## src/rtl/uart_alu_pkg.sv

```systemverilog
// Shared types and constants for the UART ALU packet protocol.
// Opcodes, header layout and the host FSM state encoding.
package uart_alu_pkg;

  localparam logic [7:0] OP_ECHO = 8'hEC;
  localparam logic [7:0] OP_ADD  = 8'h01;
  localparam logic [7:0] OP_MUL  = 8'h02;
  localparam logic [7:0] OP_DIV  = 8'h03;

  localparam int         HDR_BYTES = 4;
  localparam logic [7:0] RSV_BYTE  = 8'h00;

  typedef enum logic [2:0] {
    S_IDLE,
    S_HDR,
    S_OPND,
    S_RESP,
    S_DONE
  } host_state_t;

  function automatic logic op_known(input logic [7:0] op);
    return (op == OP_ADD) || (op == OP_MUL) || (op == OP_DIV);
  endfunction

endpackage

```

## src/rtl/uart_alu_byte_ser.sv

```systemverilog
// 32-bit word to 4-byte LSB-first serializer with a holding register.
// Ports: en gates intake, in_* word stream, out_* byte stream, last on 4th byte.
module uart_alu_byte_ser
  import uart_alu_pkg::*;
(
  input  logic        clk,
  input  logic        rst_n,
  input  logic        en,
  input  logic        in_valid,
  output logic        in_ready,
  input  logic [31:0] in_data,
  output logic [7:0]  out_data,
  output logic        out_valid,
  input  logic        out_ready,
  output logic        last
);

  logic [31:0] hold_q;
  logic        full_q;
  logic [1:0]  idx_q;
  logic        fire;
  logic        take;

  assign fire      = full_q & out_ready;
  assign last      = fire & (idx_q == 2'd3);
  // Refill in the cycle the last byte leaves keeps bytes back-to-back.
  assign in_ready  = en & (~full_q | last);
  assign take      = in_valid & in_ready;
  assign out_valid = full_q;
  assign out_data  = hold_q[{idx_q, 3'b000} +: 8];

  always_ff @(posedge clk or negedge rst_n) begin
    if (!rst_n) begin
      hold_q <= '0;
      full_q <= 1'b0;
      idx_q  <= '0;
    end else if (take) begin
      hold_q <= in_data;
      full_q <= 1'b1;
      idx_q  <= '0;
    end else if (last) begin
      full_q <= 1'b0;
      idx_q  <= '0;
    end else if (fire) begin
      idx_q  <= idx_q + 2'd1;
    end
  end

endmodule

```

## src/rtl/uart_alu_host.sv

```systemverilog
// Host initiator: serializes opcode+operands to UART TX, collects 4-byte result.
// Ports: cmd_*, opnd_* in; tx_* / rx_* AXI-Stream bytes; rsp_* result; busy_o.
module uart_alu_host
  import uart_alu_pkg::*;
#(
  parameter int MAX_OPS        = 8,
  parameter int TIMEOUT_CYCLES = 1000000,
  parameter int CNT_W          = $clog2(MAX_OPS + 1)
) (
  input  logic             clk_i,
  input  logic             rst_ni,
  input  logic             cmd_valid_i,
  output logic             cmd_ready_o,
  input  logic [7:0]       cmd_opcode_i,
  input  logic [CNT_W-1:0] cmd_count_i,
  input  logic             opnd_valid_i,
  output logic             opnd_ready_o,
  input  logic [31:0]      opnd_data_i,
  output logic [7:0]       tx_tdata_o,
  output logic             tx_tvalid_o,
  input  logic             tx_tready_i,
  input  logic [7:0]       rx_tdata_i,
  input  logic             rx_tvalid_i,
  output logic             rx_tready_o,
  output logic             rsp_valid_o,
  input  logic             rsp_ready_i,
  output logic [31:0]      rsp_data_o,
  output logic             rsp_err_o,
  output logic             busy_o
);

  localparam int TO_W = $clog2(TIMEOUT_CYCLES + 1);
  localparam logic [TO_W-1:0] TO_LAST = TO_W'(TIMEOUT_CYCLES - 1);

  host_state_t st_q, st_d;

  logic [7:0]       op_q;
  logic [CNT_W-1:0] n_q;
  logic [CNT_W-1:0] in_q;
  logic [CNT_W-1:0] out_q;
  logic [1:0]       idx_q;
  logic [TO_W-1:0]  to_q;
  logic [31:0]      res_q;
  logic             err_q;

  logic [15:0] len;
  logic [7:0]  hdr_byte;
  logic        cmd_fire;
  logic        cmd_ok;
  logic        tx_fire;
  logic        rx_fire;
  logic        to_hit;
  logic        ser_en;
  logic        ser_last;
  logic        ser_valid;
  logic [7:0]  ser_data;

  assign cmd_ready_o = (st_q == S_IDLE);
  assign rx_tready_o = (st_q != S_DONE);
  assign busy_o      = (st_q != S_IDLE);
  assign rsp_valid_o = (st_q == S_DONE);
  assign rsp_err_o   = rsp_valid_o & err_q;
  assign rsp_data_o  = (rsp_valid_o && !err_q) ? res_q : '0;

  assign cmd_fire = cmd_valid_i & cmd_ready_o;
  assign cmd_ok   = op_known(cmd_opcode_i)
                  && (cmd_count_i >= CNT_W'(2))
                  && (cmd_count_i <= CNT_W'(MAX_OPS));
  assign tx_fire  = tx_tvalid_o & tx_tready_i;
  assign rx_fire  = rx_tvalid_i & rx_tready_o;
  assign to_hit   = (to_q == TO_LAST);

  assign len = 16'(HDR_BYTES) + (16'(n_q) << 2);

  always_comb begin
    hdr_byte = op_q;
    case (idx_q)
      2'd1:    hdr_byte = RSV_BYTE;
      2'd2:    hdr_byte = len[7:0];
      2'd3:    hdr_byte = len[15:8];
      default: hdr_byte = op_q;
    endcase
  end

  // First operand is loaded while the last header byte leaves.
  assign ser_en = ((st_q == S_OPND)
                || (st_q == S_HDR && idx_q == 2'd3 && tx_tready_i))
                && (in_q != n_q);

  uart_alu_byte_ser u_ser (
    .clk       (clk_i),
    .rst_n     (rst_ni),
    .en        (ser_en),
    .in_valid  (opnd_valid_i),
    .in_ready  (opnd_ready_o),
    .in_data   (opnd_data_i),
    .out_data  (ser_data),
    .out_valid (ser_valid),
    .out_ready (tx_tready_i && st_q == S_OPND),
    .last      (ser_last)
  );

  always_ff @(posedge clk_i or negedge rst_ni) begin
    if (!rst_ni) st_q <= S_IDLE;
    else         st_q <= st_d;
  end

  always_comb begin
    st_d        = st_q;
    tx_tvalid_o = 1'b0;
    tx_tdata_o  = '0;
    unique case (st_q)
      S_IDLE: begin
        if (cmd_valid_i) st_d = cmd_ok ? S_HDR : S_DONE;
      end
      S_HDR: begin
        tx_tvalid_o = 1'b1;
        tx_tdata_o  = hdr_byte;
        if (tx_tready_i && idx_q == 2'd3) st_d = S_OPND;
      end
      S_OPND: begin
        tx_tvalid_o = ser_valid;
        tx_tdata_o  = ser_data;
        if (ser_last && out_q == n_q - CNT_W'(1)) st_d = S_RESP;
      end
      S_RESP: begin
        // A byte arriving on the timeout cycle wins.
        if (rx_fire ? (idx_q == 2'd3) : to_hit) st_d = S_DONE;
      end
      S_DONE: begin
        if (rsp_ready_i) st_d = S_IDLE;
      end
      default: st_d = S_IDLE;
    endcase
  end

  always_ff @(posedge clk_i or negedge rst_ni) begin
    if (!rst_ni) begin
      op_q  <= '0;
      n_q   <= '0;
      in_q  <= '0;
      out_q <= '0;
      idx_q <= '0;
      to_q  <= '0;
      res_q <= '0;
      err_q <= 1'b0;
    end else begin
      if (cmd_fire) begin
        op_q  <= cmd_opcode_i;
        n_q   <= cmd_count_i;
        in_q  <= '0;
        out_q <= '0;
        idx_q <= '0;
        err_q <= ~cmd_ok;
      end
      // idx wraps 3->0, so RESP starts at byte 0.
      if (st_q == S_HDR && tx_fire) idx_q <= idx_q + 2'd1;
      if (opnd_valid_i && opnd_ready_o) in_q <= in_q + CNT_W'(1);
      if (ser_last) out_q <= out_q + CNT_W'(1);
      if (st_q == S_OPND) to_q <= '0;
      if (st_q == S_RESP) begin
        if (rx_fire) begin
          res_q[{idx_q, 3'b000} +: 8] <= rx_tdata_i;
          idx_q <= idx_q + 2'd1;
          to_q  <= '0;
        end else begin
          to_q <= to_q + TO_W'(1);
          if (to_hit) err_q <= 1'b1;
        end
      end
    end
  end

endmodule

```

## config.mk

```make
export PLATFORM = sky130hd
export DESIGN_NAME = uart_alu_host
export DESIGN_NICKNAME = d
export VERILOG_FILES = /design/src/rtl/uart_alu_pkg.sv /design/src/rtl/uart_alu_byte_ser.sv /design/src/rtl/uart_alu_host.sv
export SDC_FILE = /design/constraint.sdc
export NUM_CORES = 1
export LEC_CHECK = 0
export ABC_AREA = 1
export BUFFER_PORTS_ARGS = -buffer_cell sky130_fd_sc_hd__buf_2
export CORE_AREA = 3 3 115 128
export DETAILED_ROUTE_END_ITERATION = 8
export DIE_AREA = 0 0 118 131
export PLACE_DENSITY = 0.71
export SYNTH_ARGS = -nofsm -noshare
export SYNTH_HDL_FRONTEND = slang
export SYNTH_SLANG_ARGS = --single-unit
```

## constraint.sdc

```tcl
create_clock -name clk_i -period 2.9 [get_ports clk_i]
set_input_delay 0.58 -clock clk_i [delete_from_list [all_inputs] [get_ports clk_i]]
set_output_delay 0.58 -clock clk_i [all_outputs]
set_load 0.05 [all_outputs]
```

==> results of run 1 <==
-- layout make-up --
class	instances	area share, %
Tap cell	188	3.181
Clock inverter	10	1.810
Inverter	139	7.055
Multi-Input combinational cell	512	34.97
Clock buffer	21	6.361
Sequential cell	113	38.23
Timing Repair Buffer	114	8.391
-- per-layer routing --
layer	vias up	routed length [um]	global-route usage, %
li1	2747	-	-
met1	2451	6501	25.27
met2	171	7156	33.12
met3	26	932	4.606
met4	0	359	8.414
met5	-	0	0
-- flip-flops by register name (all words and copies together), names as in the netlist --
| signal | count |
|---|---|
| err_q | 1 |
| res_q | 32 |
| to_q | 20 |
| out_q | 4 |
| u_ser.hold_q | 32 |
| u_ser.out_valid | 1 |
| st_q | 3 |
| idx_q | 2 |
| op_q | 8 |
| in_q | 4 |
| n_q | 4 |
| u_ser.idx_q | 2 |
-- kinds of logic (layout without fill, tap and decap cells) --
| group | count (synthesis) | count (layout) | synth area share (%) |
|---|---|---|---|
| xor+xnor | 11 | 11 | 1.592 |
| fa+ha+maj | 12 | 12 | 2.481 |
| mux | 7 | 7 | 1.303 |
| compound gates | 149 | 149 | 13.23 |
| simple gates | 333 | 333 | 24.13 |
| buf+inv | 166 | 284 | 10.52 |
| flops | 113 | 113 | 46.73 |
-- cell usage in the layout, fill, tap and decap left out, types with 4 or more instances in the layout --
cell         n
a21oi_1     18
a32o_1       4
buf_2      104
buf_4        8
clkbuf_16   17
clkinv_2     4
dfrtp_1    113
ha_1        12
inv_1      137
mux2_2       7
nand2_1    144
nand3_1     49
nand4_1     23
nor2_1      88
nor2_2       5
nor3_1      10
o21ai_0     73
o21ai_1     36
o22ai_1     11
xor2_1       9
-- worst min-delay path by stage --
stage / to / cells past startpoint / slack, ns / startpoint
2_1_floorplan: err_q$_DFF_PN0_ / 0 / 0.28 / rst_ni
3_3_place_gp: u_ser.hold_q[12]$_DFFE_PN0P_ / 2 / 0.47 / u_ser.hold_q[12]$_DFFE_PN0P_
3_5_place_dp: u_ser.hold_q[11]$_DFFE_PN0P_ / 2 / 0.48 / u_ser.hold_q[11]$_DFFE_PN0P_
4_1_cts: to_q[11]$_DFFE_PN0P_ / 1 / 0.05 / rst_ni
5_1_grt: to_q[11]$_DFFE_PN0P_ / 1 / 0.06 / rst_ni
6_report: to_q[11]$_DFFE_PN0P_ / 1 / 0.05 / rst_ni
-- power groups by stage --
stage	Sequential [uW]	Combinational (uW)	Clock [uW]
CTS	2440	2340	2140
detailed placement	2460	2320	0
finish	2450	2330	2110
floorplan	2300	1770	0
global route	2500	2610	2230
global placement	2450	2310	0
-- synth_stat cells (all sizes together) --
cell type    n  area, sq um
dfrtp      113         2828
a22oi        1        7.510
o21a         1        7.510
ha          12        150.1
a32oi        1        8.760
nand4       25        177.7
a22o         2        17.52
nand3       49        245.2
xnor2        2        17.52
nand2      147        559.3
or2          3        18.77
a32o         4        40.04
nor2        94        372.9
o22ai       11        68.82
xor2         9        78.83
a21boi       1        7.510
o21ai      109        545.5
clkbuf      15        56.30
clkinv       1        3.750
buf         12        58.80
a21oi       18        90.09
o211ai       1        7.510
nand3b       1        7.510
mux2         7        78.83
and3         1        6.260
inv        138        518.0
nor4         1        6.260
and2         1        6.260
nor3        11        60.06
-- per-stage QoR --
step	utilization (%)	hold WS (ns)	instance area (sq um)
finish	54.06	0.05129	7396
global route	54.06	0.06235	7396
CTS	54.06	0.05125	7396
detailed placement	49.64	0.4754	6792
global placement	49.64	0.4699	6792
floorplan	-	0.2844	6053
-- worst max-delay path: stages, from the launching register on --
cell,delay (ns)
dfrtp_1,0.41
inv_1,0.10
nand2_2,0.13
nor2_4,0.33
nand4_4,0.19
nand2_2,0.18
and3_1,0.17
buf_2,0.26
==> summary.txt, run 1 <==
Critical R2R Launch = st_q[2]$_DFFE_PN0P_
initial core utilization = 44.22%
vias after detailed routing = 5,395
Yosys reg bits = 113
period utilisation layout = 95.09%
Critical Path Source = st_q[2]$_DFFE_PN0P_
port buffer count = 105
cell internal pwr = 4206 uW
Final Skew = 0.006583 ns
DR pass1 iterations = 5
clock power share = 30.6%
Worst Setup EP = opnd_ready_o
DRC viols = 0
Max Root-Sink Buffers = 2
VDD IR max = 0.4916 mV
clock latency on the worst-skew pair = 0.42 ns
f_max = 0.3626 GHz
max-cap violation count = 0
Worst-Margin Slew = 0.5311 ns
# fillers = 1,332
post-route setup slack = 0.1424 ns
Yosys cell types = 38
drt wl/cell = 13.63 um
PD cells = 931.4 mW/mm^2
Worst-path clk slew = 0.05 ns
PostCTS Resize Cnt = 0
DR iter-0 viols = 364
Post-DP HPWL = 11,120 um
leak pwr = 0.003994 uW
Post-Route WL = 14,950 um
Synth Warn # = 0
GRT Residual Overflow = 0
critical path endpoint category = output port
count of pins over their slew limit = 0
vias in the first global route = 5,124
die width = 118 um
Die Area = 0.01546 sq mm
Synth Cell Area = 0.006051 sq mm
Die Y = 131 um
syn avg cell area = 7.650 sq um
pin count of the biggest net entering global routing = 69
initial antenna violation count = 0
worst-path fanout max = 13
RSZ-0062 raised after global routing = false
Switch Pwr = 2682 uW
Multi-input gate area = 0.002586 sq mm
antenna viol nets, final = 0
placed insts = 1,066
Core ar. = 0.01368 sq mm
Syn Inst Count = 791
Worst Path Required = 2.32 ns
share of layout cells above drive strength 1 = 18.37%
Final GP Congestion = 0.9148
Gate power share = 33.9%
Clock Tree Root = clkbuf_16
worst hold path type = input pin to asynchronous set/reset pin
Max transition margin = 64.55%
CTS tree = done
non-filler instance count after layout = 1,097
R2R Setup Slk = 0.76 ns
FF-to-FF End = u_ser.idx_q[0]$_DFFE_PN0P_
Sequential Power Share = 35.5%
Tmin final = 2.758 ns
postcts setup bufs = 0
row cnt = 45
global-route wire length before repair = 24,410 um
outcome = finished clean
final setup vio count = 0
clock buffer count from CTS = 17
hold_buf cts = 0
# diodes = 0
H-tree Lvls = 4
area taken by flip-flops and latches = 0.002828 sq mm
Net Count, Synth = 862
CP Class = flop to output port
I/O pin count = 106
clk sinks = 113
DP Worst Slack = 0.5942 ns
CP arrival = 2.18 ns
cell depth of the worst flop-to-flop path = 9
Final Power = 6888 uW
Final #Nets = 968
Setup TNS Final = 0 ns
drt via density = 4.918
Worst setup SP type = flop
Seq/Total Area, Yosys = 46.73%
Hold Violations, Final = 0
Total Routing Usage GR = 19.90%
Synth-to-Final Area Change = 22.23%
Net Sw Frac = 38.94%
(Power assumes the default switching activity.)
==> run 2, diff against run 1 <==
--- a/config.mk
+++ b/config.mk
@@ -6,11 +6,11 @@
 export NUM_CORES = 1
 export LEC_CHECK = 0
 export ABC_AREA = 1
-export BUFFER_PORTS_ARGS = -buffer_cell sky130_fd_sc_hd__buf_2
-export CORE_AREA = 3 3 115 128
+export BUFFER_PORTS_ARGS = -buffer_cell sky130_fd_sc_hd__buf_4
+export CORE_AREA = 3 3 104 116
 export DETAILED_ROUTE_END_ITERATION = 8
-export DIE_AREA = 0 0 118 131
-export PLACE_DENSITY = 0.71
+export DIE_AREA = 0 0 107 119
+export PLACE_DENSITY = 0.83
 export SYNTH_ARGS = -nofsm -noshare
 export SYNTH_HDL_FRONTEND = slang
 export SYNTH_SLANG_ARGS = --single-unit
==> constraint.sdc (replaced) <==
create_clock -name clk_i -period 2.9 [get_ports clk_i]
set_input_delay 0.87 -clock clk_i [delete_from_list [all_inputs] [get_ports clk_i]]
set_output_delay 0.87 -clock clk_i [all_outputs]
set_load 0.05 [all_outputs]
==> run 2 against run 1 <==
  * Clock power rose by 6%
  * Total power rose by 5.3%
  * Non-clock buffer count grew 6
  * Final cell count shrank 3.1%
  * Utilization is 17 points higher
  * Clock skew increased by 0.0015 ns
  * Wire length rose by 2.1%
  * Setup slack got worse by 0.077 ns
==> summary.txt, run 2 (same netlist as run 1, synthesis figures left out) <==
cell internal pwr = 4460 uW (was 4206 uW)
drt via density = 5.341 (was 4.918)
Worst Path Required = 2.03 ns (was 2.32 ns)
Worst setup SP type = flop (unchanged)
Synth-to-Final Area Change = 29.38% (was 22.23%)
DRC viols = 0 (unchanged)
Final GP Congestion = 0.8796 (was 0.9148)
PD cells = 926.9 mW/mm^2 (was 931.4 mW/mm^2)
count of pins over their slew limit = 0 (unchanged)
port buffer count = 105 (unchanged)
placed insts = 1,028 (was 1,066)
Net Sw Frac = 38.54% (was 38.94%)
Post-DP HPWL = 10,660 um (was 11,120 um)
pin count of the biggest net entering global routing = 55 (was 69)
most frequent cells in the layout = nand2_1 (142), inv_1 (132), buf_4 (115) (was nand2_1 (144), inv_1 (137), dfrtp_1 (113))
Critical Path Source = idx_q[0]$_DFF_PN0_ (was st_q[2]$_DFFE_PN0P_)
clk sinks = 113 (unchanged)
final setup vio count = 0 (unchanged)
clock power share = 30.9% (was 30.6%)
period utilisation layout = 97.74% (was 95.09%)
I/O pin count = 106 (unchanged)
Hold Violations, Final = 0 (unchanged)
Post-Route WL = 15,270 um (was 14,950 um)
CTS tree = done (unchanged)
Gate power share = 35.0% (was 33.9%)
die width = 107 um (was 118 um)
delay of the slowest critical-path stage = 0.43 ns (was 0.41 ns)
VDD IR max = 0.7955 mV (was 0.4916 mV)
Worst Setup EP = tx_tdata_o[6] (was opnd_ready_o)
DR iter-0 viols = 466 (was 364)
Final Power = 7256 uW (was 6888 uW)
CP arrival = 1.96 ns (was 2.18 ns)
drt wl/cell = 14.36 um (was 13.63 um)
Worst-Margin Slew = 0.7518 ns (was 0.5311 ns)
R2R Setup Slk = 0.67 ns (was 0.76 ns)
Max Root-Sink Buffers = 2 (unchanged)
clock latency on the worst-skew pair = 0.42 ns (about the same)
outcome = finished clean (unchanged)
leak pwr = 0.004065 uW (was 0.003994 uW)
FF-to-FF End = u_ser.hold_q[4]$_DFFE_PN0P_ (was u_ser.idx_q[0]$_DFFE_PN0P_)
row cnt = 40 (was 45)
cell depth of the worst flop-to-flop path = 9 (unchanged)
Total Routing Usage GR = 24.75% (was 19.90%)
Worst-path clk slew = 0.06 ns (was 0.05 ns)
CP max stage cell = dfrtp_2 (was dfrtp_1)
global-route wire length before repair = 25,040 um (was 24,410 um)
Final #Nets = 974 (was 968)
H-tree Lvls = 4 (unchanged)
hold_buf cts = 0 (unchanged)
Critical R2R Launch = st_q[2]$_DFFE_PN0P_ (unchanged)
vias in the first global route = 5,347 (was 5,124)
Core ar. = 0.01096 sq mm (was 0.01368 sq mm)
final core utilization = 71.43% (was 54.06%)
non-filler instance count after layout = 1,063 (was 1,097)
# fillers = 811 (was 1,332)
DR pass1 iterations = 5 (unchanged)
Clock Tree Root = clkbuf_16 (unchanged)
Largest regs = res_q x32, u_ser.hold_q x32, to_q x20 (unchanged)
worst-path fanout max = 6 (was 13)
f_max = 0.3528 GHz (was 0.3626 GHz)
Tmin final = 2.834 ns (was 2.758 ns)
Die Y = 119 um (was 131 um)
CP Class = flop to output port (unchanged)
most common library cell in the layout ignoring fill and taps = nand2_1 (unchanged)
GRT Residual Overflow = 0 (unchanged)
Sequential Power Share = 34.1% (was 35.5%)
Max transition margin = 49.76% (was 64.55%)
initial core utilization = 55.21% (was 44.22%)
vias after detailed routing = 5,677 (was 5,395)
worst hold path type = input pin to asynchronous set/reset pin (unchanged)
Final Skew = 0.008057 ns (was 0.006583 ns)
Cell Chain, Critical Path = inv_4, ha_4, inv_2, nand2_2, nor2_2, a32oi_1, o21ai_1, buf_6 (was inv_1, nand2_2, nor2_4, nand4_4, nand2_2, and3_1, buf_2)
share of layout cells above drive strength 1 = 23.80% (was 18.37%)
antenna viol nets, final = 0 (unchanged)
clock buffer count from CTS = 17 (unchanged)
Die Area = 0.01273 sq mm (was 0.01546 sq mm)
Switch Pwr = 2797 uW (was 2682 uW)
# diodes = 0 (unchanged)
initial antenna violation count = 0 (unchanged)
max-cap violation count = 0 (unchanged)
critical path endpoint category = output port (unchanged)
run 2: changes by cell type in the layout (fill, tap and decap cells not counted), sizes merged:
cell / before / now
inv: 138 / 136
buf: 114 / 120
clkinvlp: 2 / 5
bufinv: 3 / 4
clkinv: 6 / 3
clkbuf: 21 / 23
run 2: power groups by stage:
stage	combinational, uW	clock (uW)	sequential [uW]
after floorplan	1840	0	2300
after global placement	2380	0	2440
after detailed placement	2450	0	2450
after CTS	2500	2260	2440
after global routing	2810	2330	2520
final	2540	2240	2470
run 2: area by class of cell:
type,instances,area (sq um),share of cell area (%)
clock buffer,23,488.0,6.233
clock inverter,9,152.6,1.950
multi-input combinational,512,2694,34.41
tap,147,183.9,2.349
sequential,113,2833,36.18
timing repair buffer,120,945.9,12.08
inverter,139,531.8,6.792
run 2: timing repair:
action | in CTS | in global routing
cloned | 0 | 0
setup buffers | 2 | 1
pin swaps | 2 | 3
resized for setup | 0 | 13
endpoints found under the setup margin | 3 | 9
run 2: worst min-delay path by stage:
stage                     slack, ns                           end  depth (start not counted)
after detailed placement       0.47  u_ser.hold_q[22]$_DFFE_PN0P_                          2
after CTS                      0.38         res_q[28]$_DFFE_PN0P_                          1
final                          0.38          res_q[8]$_DFFE_PN0P_                          1
after global placement         0.47  u_ser.hold_q[14]$_DFFE_PN0P_                          2
after floorplan                0.45  u_ser.hold_q[18]$_DFFE_PN0P_                          2
after global routing           0.41          res_q[8]$_DFFE_PN0P_                          1
run 2: worst max-delay path, delay by kind of cell (launching register included):
| family | cells | cell delay, ns |
|---|---|---|
| flip-flops | 1 | 0.43 |
| AND/OR/NAND/NOR | 2 | 0.21 |
| AO/OA/AOI/OAI | 2 | 0.40 |
| buffers and inverters | 3 | 0.35 |
| adder cells (fa/ha/maj) | 1 | 0.17 |
run 2: routing by layer:
layer | GRT usage (%) | vias to the layer above | part of all wire (%)
met4 | 10.15 | 0 | 2.3
met2 | 39.69 | 255 | 49
met1 | 32.13 | 2616 | 41
met5 | 0 | - | 0
met3 | 6.125 | 27 | 7.4
li1 | - | 2779 | -
run 2: through the flow:
| step | hold slack, ns | worst slack [ns] | instance area, sq um | setup TNS, ns |
|---|---|---|---|---|
| floorplan | 0.4535 | -0.01850 | 6171 | -0.5551 |
| global placement | 0.4692 | 0.3172 | 7136 | 0 |
| detailed placement | 0.4738 | 0.2777 | 7136 | 0 |
| CTS | 0.3839 | 0.009585 | 7791 | 0 |
| global route | 0.4103 | -0.008189 | 7829 | -0.01575 |
| finish | 0.3824 | 0.06551 | 7829 | 0 |
